===== src/rtl/dfr_matrix_multiply.sv =====
// DFR output layer: Y = X * W in signed fixed point with one shared MAC.
// X/W come from 1-cycle-latency read ports; Y goes out one element at a time.
module dfr_matrix_multiply #(
    parameter int ADDR_WIDTH    = 32,
    parameter int DATA_WIDTH    = 32,
    parameter int X_ROWS        = 5,
    parameter int Y_COLS        = 5,
    parameter int X_COLS_Y_ROWS = 5,
    parameter int FRAC_BITS     = 16,
    parameter int ACC_WIDTH     = 72
) (
    input  logic                  clk,
    input  logic                  rst,
    input  logic                  start,
    output logic                  busy,
    output logic                  done,
    output logic [ADDR_WIDTH-1:0] x_addr,
    input  logic [DATA_WIDTH-1:0] x_data,
    output logic [ADDR_WIDTH-1:0] w_addr,
    input  logic [DATA_WIDTH-1:0] w_data,
    output logic [ADDR_WIDTH-1:0] y_addr,
    output logic [DATA_WIDTH-1:0] y_data,
    output logic                  y_wen
);

    localparam int K  = X_COLS_Y_ROWS;
    localparam int IW = $clog2(X_ROWS + 1);
    localparam int JW = $clog2(Y_COLS + 1);
    localparam int KW = $clog2(K + 1);
    localparam int PW = 2 * DATA_WIDTH;

    if (X_ROWS < 1 || Y_COLS < 1 || K < 1) begin : g_bad_dims
        $error("dfr_matrix_multiply: every dimension must be at least 1");
    end
    if (ACC_WIDTH < PW + $clog2(K + 1)) begin : g_bad_acc
        $error("dfr_matrix_multiply: ACC_WIDTH too narrow for K products");
    end

    localparam logic signed [ACC_WIDTH-1:0] SAT_MAX =
        ACC_WIDTH'({1'b0, {(DATA_WIDTH-1){1'b1}}});
    localparam logic signed [ACC_WIDTH-1:0] SAT_MIN = ~SAT_MAX;

    typedef enum logic [2:0] {
        S_IDLE,
        S_ACC,
        S_LAST,
        S_WRITE,
        S_DONE
    } state_t;

    state_t                        state_q, state_d;
    logic [IW-1:0]                 i_q, i_d;
    logic [JW-1:0]                 j_q, j_d;
    logic [KW-1:0]                 k_q, k_d;
    logic signed [ACC_WIDTH-1:0]   acc_q, acc_d;
    logic                          pv_q, pv_d;
    logic [ADDR_WIDTH-1:0]         xa_q, xa_d;
    logic [ADDR_WIDTH-1:0]         wa_q, wa_d;
    logic [ADDR_WIDTH-1:0]         ya_q, ya_d;
    logic [DATA_WIDTH-1:0]         yd_q, yd_d;

    logic signed [PW-1:0]          prod;
    logic signed [ACC_WIDTH-1:0]   prod_ext;
    logic signed [ACC_WIDTH-1:0]   shifted;
    logic                          last_elem;

    assign prod     = PW'($signed(x_data)) * PW'($signed(w_data));
    assign prod_ext = ACC_WIDTH'(prod);

    assign last_elem = (i_q == IW'(X_ROWS - 1)) && (j_q == JW'(Y_COLS - 1));

    always_comb begin
        state_d = state_q;
        i_d     = i_q;
        j_d     = j_q;
        k_d     = k_q;
        acc_d   = acc_q;
        pv_d    = 1'b0;
        xa_d    = xa_q;
        wa_d    = wa_q;
        ya_d    = ya_q;
        yd_d    = yd_q;
        shifted = '0;

        if (pv_q) begin
            acc_d = acc_q + prod_ext;
        end

        unique case (state_q)
            S_IDLE: begin
                if (start) begin
                    state_d = S_ACC;
                    i_d     = '0;
                    j_d     = '0;
                    k_d     = '0;
                    acc_d   = '0;
                    xa_d    = '0;
                    wa_d    = '0;
                end
            end
            // address registers already hold element k; prefetch k+1
            S_ACC: begin
                pv_d = 1'b1;
                if (k_q == KW'(K - 1)) begin
                    state_d = S_LAST;
                end else begin
                    k_d  = k_q + KW'(1);
                    xa_d = xa_q + ADDR_WIDTH'(1);
                    wa_d = wa_q + ADDR_WIDTH'(Y_COLS);
                end
            end
            S_LAST: begin
                state_d = S_WRITE;
                ya_d    = ADDR_WIDTH'(i_q) * ADDR_WIDTH'(Y_COLS)
                        + ADDR_WIDTH'(j_q);
                shifted = acc_d >>> FRAC_BITS;
                if (shifted > SAT_MAX) begin
                    yd_d = SAT_MAX[DATA_WIDTH-1:0];
                end else if (shifted < SAT_MIN) begin
                    yd_d = SAT_MIN[DATA_WIDTH-1:0];
                end else begin
                    yd_d = shifted[DATA_WIDTH-1:0];
                end
            end
            S_WRITE: begin
                acc_d = '0;
                k_d   = '0;
                if (j_q == JW'(Y_COLS - 1)) begin
                    j_d = '0;
                    i_d = i_q + IW'(1);
                end else begin
                    j_d = j_q + JW'(1);
                end
                if (last_elem) begin
                    state_d = S_DONE;
                end else begin
                    state_d = S_ACC;
                    xa_d    = ADDR_WIDTH'(i_d) * ADDR_WIDTH'(K);
                    wa_d    = ADDR_WIDTH'(j_d);
                end
            end
            S_DONE: begin
                state_d = S_IDLE;
            end
            default: begin
                state_d = S_IDLE;
            end
        endcase
    end

    always_ff @(posedge clk) begin
        if (rst) begin
            state_q <= S_IDLE;
            i_q     <= '0;
            j_q     <= '0;
            k_q     <= '0;
            acc_q   <= '0;
            pv_q    <= 1'b0;
            xa_q    <= '0;
            wa_q    <= '0;
            ya_q    <= '0;
            yd_q    <= '0;
        end else begin
            state_q <= state_d;
            i_q     <= i_d;
            j_q     <= j_d;
            k_q     <= k_d;
            acc_q   <= acc_d;
            pv_q    <= pv_d;
            xa_q    <= xa_d;
            wa_q    <= wa_d;
            ya_q    <= ya_d;
            yd_q    <= yd_d;
        end
    end

    assign busy   = (state_q != S_IDLE);
    assign done   = (state_q == S_DONE);
    assign y_wen  = (state_q == S_WRITE);
    assign x_addr = xa_q;
    assign w_addr = wa_q;
    assign y_addr = ya_q;
    assign y_data = yd_q;

endmodule

===== config.mk =====
export PLATFORM = sky130hd
export DESIGN_NAME = dfr_matrix_multiply
export DESIGN_NICKNAME = d
export VERILOG_FILES = /design/src/rtl/dfr_matrix_multiply.sv
export SDC_FILE = /design/constraint.sdc
export NUM_CORES = 2
export LEC_CHECK = 0
export CAP_MARGIN = 20
export CORE_ASPECT_RATIO = 0.75
export CORE_MARGIN = 4
export CORE_UTILIZATION = 38
export DETAILED_ROUTE_END_ITERATION = 6
export PLACE_DENSITY = 0.51
export SYNTH_ARGS = -nofsm -noshare
export SYNTH_HDL_FRONTEND = slang
export SYNTH_SLANG_ARGS = --single-unit

===== constraint.sdc =====
create_clock -name clk -period 16.7 [get_ports clk]
set_clock_uncertainty 0.2 [all_clocks]
set_input_delay 3.34 -clock clk [delete_from_list [all_inputs] [get_ports clk]]
set_output_delay 3.34 -clock clk [all_outputs]
set_load 0.01 [all_outputs]

## Word level (Yosys, flattened, before mapping)

Index checks and enable logic that the tools add are counted.

| storage, ports and cells | value |
|---|---|
| bits in registers | 213 |
| output and inout port bits | 131 |

| operators by class | value |
|---|---|
| $add $sub $neg | 7 |
| $mul | 3 |
| order comparisons | 2 |
| equality and inequality tests | 11 |
| muxes and demuxes | 25 |
| reduce and logical (&&, ||, !) cells | 9 |

Operator list:

| cell | count |
|---|---|
| 32-bit two-way mux | 7 |
| 32-bit case mux with 3 select lines | 2 |
| 72-bit two-way mux | 2 |
| 72-bit case mux with 2 select lines | 1 |
| 72-bit by 64-bit adder with 72-bit output | 1 |
| 32-bit by 32-bit multiplier with 64-bit output | 1 |
| 56-bit by 32-bit greater-than comparator with 1-bit output (second input constant) | 1 |
| 56-bit by 32-bit less-than comparator with 1-bit output (second input constant) | 1 |
| 32-bit by 1-bit adder with 32-bit output (second input constant) | 1 |
| 32-bit by 3-bit adder with 32-bit output (second input constant) | 1 |
| 3-bit two-way mux | 8 |
| 3-bit == test (second input constant) | 4 |
| 3-bit by 3-bit multiplier with 6-bit output (second input constant) | 2 |
| 3-bit case mux with 2 select lines | 2 |
| 3-bit case mux with 4 select lines | 1 |
| 3-bit by 1-bit adder with 3-bit output (second input constant) | 3 |
| 3-bit case mux with 3 select lines | 1 |
| 2-bit != test (second input constant) | 4 |
| 6-bit by 3-bit adder with 7-bit output | 1 |
| 3-bit by 2-bit == test with 1-bit output (second input constant) | 2 |
| 3-bit nonzero test | 2 |
| 2-bit AND reduction | 2 |
| 4-bit AND reduction | 1 |
| 3-bit by 1-bit == test with 1-bit output (second input constant) | 1 |
| other kinds (5) | 5 |

## Logic depth before layout (Yosys ltp)

| logic depth | value |
|---|---|
| word-level depth | 6 |
| gate-level depth with buffers | 34 |
| depth with buffers taken out | 32 |

## Worst setup path after synthesis

OpenSTA, ideal clock, no wires.

| path | value |
|---|---|
| path type | input-to-reg |
| start point | input port x_data[31] |
| end point | register yd_q[12] (netlist: y_data[12]) |
| arrival time | 13622 ps |
| data required time | 16377 ps |
| path slack | 2754 ps |
| stages | 29 |
| cells stage by stage | clkbuf_1 > nand2_1 > fa_1 > inv_1 > fa_1 > fa_1 > inv_1 > fa_1 > inv_1 > fa_1 > fa_1 > fa_1 > inv_1 > fa_1 > inv_1 > ha_1 > nand2_1 > or4_1 > nor3_1 > a211oi_1 > a21oi_1 > xor2_1 > a2111oi_0 > or4b_1 > or4_1 > or4_4 > o21ai_4 > buf_6 > o22ai_2 |

| on the way | value |
|---|---|
| word-level cells in the longest chain between the ends | 6 |

RTL lines:

| item | line | text |
|---|---|---|
| start: declaration | 18 | `input logic [DATA_WIDTH-1:0] x_data,` |
| 32-bit by 32-bit multiplier with 64-bit output (*) | 67 | `assign prod = PW'($signed(x_data)) * PW'($signed(w_data));` |
| 72-bit by 64-bit adder with 72-bit output (*) | 86 | `acc_d = acc_q + prod_ext;` |
| 72-bit two-way mux (*) | 85 | `if (pv_q) begin` |
| 56-bit by 32-bit less-than comparator with 1-bit output | 119 | `end else if (shifted < SAT_MIN) begin` |
| 32-bit two-way mux | 119 |  |
| 32-bit two-way mux (*) | 117 | `if (shifted > SAT_MAX) begin` |
| end signal: assignment | 173 | `yd_q <= yd_d;` |
| end: declaration | 60 | `logic [DATA_WIDTH-1:0] yd_q, yd_d;` |

Mark *: on every way between the ends. The rest lies on a longest branch, timed or not.
A chain may end at the register's enable or synchronous reset.

## Worst setup path after layout

| path | value |
|---|---|
| start point | input port x_data[31] |
| end point | register yd_q[9] (netlist: y_data[9]) |

Same word-level chain as after synthesis.

==> reports/qor.txt <==
YS warnings -> 0
Worst slew pin tran -> 1.17 ns
RSZ-0062 raised after global routing -> no
GRT Overall Usage -> 0.218
Final nets -> 7129
Setup Crit Path Kind -> input port to register
DP HPWL -> 127 mm
Clock tree buffer depth -> 2
CP endpoint -> y_data[9]
Synth Instances -> 5515
Post-CTS setup buffer count -> 0
Largest net degree at the start of global routing -> 75
Fmax -> 66.7 MHz
Final WL -> 146 mm
Max-Cap Viols -> 0
Reg-to-reg critical path startpoint -> acc_q[29]
H-Tree Level Count -> 4
Final WS setup -> 1.70 ns
Area growth syn-to-layout -> 7.92%
Status -> finished, final reports clean
Via count -> 35610
R2R cell count -> 27
Max-slew headroom at the worst pin -> 0.218
CP max FO -> 31
1st-iter DRT viols -> 2353
Setup_tns -> 0 ns
RR Endpoint -> y_data[9]
Worst hold path type -> register to register
Register area share after synthesis -> 0.0737
Worst stage delay on the critical path -> 0.97 ns
Post-Syn Area -> 50800 um2
Area of the core -> 132000 um2
Vias per inst -> 4.88
DRT Pass-1 Iters -> 6
Post-cts gate resize count -> 0
Post-layout min period -> 15.00 ns
Clock-pin slew on the worst setup and hold paths -> 0.08 ns
Non-filler cells, final -> 7291
Crit. End Element -> register
Crit-path slowest cell -> fa_1
Num CTS Buffers -> 17
Total grt overflow -> 0
Antenna viol nets, final -> 0
Main synth FF type -> dfxtp_1
Most used cell, CP -> fa_1
Critical Path AT -> 15.10 ns
I/O pin count -> 198
Root Buffer Master -> clkbuf_16
Post-synth EDFFs -> 0
Inst Count DP -> 7254
Number of global-route vias before repair -> 38095
Starting Density -> 0.385
# DRC -> 0
Layout cells sized above 1 -> 0.0350
Die area -> 140000 um2
Die H -> 325 um
CTS tree -> yes
Synth Register Bits -> 187
Ys async rst share -> 0
Buffers on Ports -> 171
First-pass GRT wire length -> 237 mm
Critical path startpoint -> x_data[31]
Post-synth cell types -> 89
Fin. Hold Viols -> 0
Max-slew violations -> 0
DR WL/cell -> 20.1 um
Syn Area/Cell -> 9.22 um2
Fill cell total of the finished layout -> 13115
Routability cong. -> 0.915
Clk_lat worst skew -> 0.45 ns
Pre-CTS worst setup slack -> 1.27 ns
CTS Hold Buffers Added -> 0
# rows -> 115
R2R setup slack -> 6.07 ns
Final period utilization -> 0.898
CP Data Required Time -> 16.80 ns
CTS sink cnt -> 187
Setup crit start kind -> input port
Final setup vio count -> 0
Initial antenna violation count -> 2
Die Span X -> 430 um
-- flip-flops by register name (all words and copies together) (netlist names) --
name / flops
pv_q: 1
y_data: 32
x_addr: 32
acc_q: 72
k_q: 3
j_q: 3
w_addr: 32
y_addr: 6
state_q: 3
i_q: 3
-- layout by cell type, fill, tap and decap left out, types with 5 or more instances in the layout --
cell type	synthesis	final
inv_1	1304	1302
fa_1	1285	1284
nand2_1	700	698
and2_1	431	431
ha_1	255	255
nor2_1	245	245
dfxtp_1	187	186
clkdlybuf4s50_1	0	161
a21oi_1	123	123
o21ai_0	98	98
buf_4	28	77
xnor2_1	65	65
xor2_1	61	61
mux2i_1	49	49
nor2b_1	38	38
nand3_1	38	38
nand4_1	33	33
or3_1	29	29
conb_1	1	26
a21o_1	25	25
and3_1	25	25
or2_2	20	20
clkbuf_16	0	18
a211oi_1	17	17
nor3_1	17	17
o32ai_1	16	16
o21bai_1	11	11
o21a_1	10	10
o22ai_2	10	10
buf_2	9	10
nand2b_1	9	9
o211ai_1	9	9
a31oi_1	9	9
o22ai_1	7	7
clkinv_8	0	6
and4_1	5	5
a22oi_1	5	5
-- critical path, delay by kind of cell --
kind                       cells  cell delay (ns)
adders and majority gates      9             5.43
AOI/OAI and AO/OA              8             2.62
and+or+nand+nor                5             2.01
buffers and inverters          8             1.66
-- worst min path at each step --
stage / depth (start not counted) / to / slack [ns] / start
2_1_floorplan: 2 / acc_q[15] / 0.25 / acc_q[15]
3_3_place_gp: 2 / y_addr[0] / 0.25 / y_addr[0]
3_5_place_dp: 2 / y_addr[1] / 0.25 / y_addr[1]
4_1_cts: 2 / y_data[31] / 0.27 / y_data[31]
5_1_grt: 2 / y_data[31] / 0.29 / y_data[31]
6_report: 2 / y_data[31] / 0.26 / y_data[31]
-- synthesized netlist by cell type (28+ instances only) --
cell type / count / area, um2
inv_1: 1304 / 4890
fa_1: 1285 / 25700
nand2_1: 700 / 2630
and2_1: 431 / 2700
ha_1: 255 / 3190
nor2_1: 245 / 920
clkbuf_1: 234 / 878
dfxtp_1: 187 / 3740
a21oi_1: 123 / 616
o21ai_0: 98 / 490
xnor2_1: 65 / 569
xor2_1: 61 / 534
mux2i_1: 49 / 490
nand3_1: 38 / 190
nor2b_1: 38 / 238
nand4_1: 33 / 206
or3_1: 29 / 181
buf_4: 28 / 210
-- metal layers --
| layer | GRT usage | up-vias | routed length, um |
|---|---|---|---|
| met5 | 0 | - | 0 |
| met1 | 0.364 | 18380 | 76900 |
| li1 | - | 16106 | - |
| met3 | 0.0459 | 70 | 11700 |
| met2 | 0.288 | 1054 | 55900 |
| met4 | 0.0286 | 0 | 1880 |
-- area by class of cell --
type | count | area (um2) | area share
Inverter | 1305 | 4900 | 0.0893
Sequential cell | 187 | 3750 | 0.0683
Tap cell | 1755 | 2200 | 0.0400
Clock buffer | 17 | 425 | 0.00776
Timing Repair Buffer | 254 | 2360 | 0.0431
Clock inverter | 15 | 201 | 0.00367
Antenna cell | 1 | 2.50 | 0.0000456
Multi-Input combinational cell | 3757 | 41000 | 0.748
-- stage by stage --
step	util	area [um2]	hold slack [ns]
after floorplan	-	50900	0.254
after global placement	0.410	54100	0.250
after detailed placement	0.410	54100	0.251
after CTS	0.415	54800	0.265
after global routing	0.416	54800	0.292
final	0.416	54900	0.262
-- kinds of logic (layout without fill, tap and decap cells) --
group / count (synthesis) / after routing / share of synthesized area
XOR/XNOR: 126 / 126 / 0.0217
AO/OA/AOI/OAI: 396 / 396 / 0.0511
other: 1 / 27 / 0.0000738
AND/OR/NAND/NOR: 1616 / 1616 / 0.152
multiplexers: 53 / 53 / 0.0106
adder cells (fa/ha/maj): 1540 / 1540 / 0.569
buffers and inverters: 1596 / 1591 / 0.122
flip-flops: 187 / 187 / 0.0737
Power is left out: the tool's default activity adds up to more than one toggle a clock period on the data nets, which glitch-free logic cannot reach.
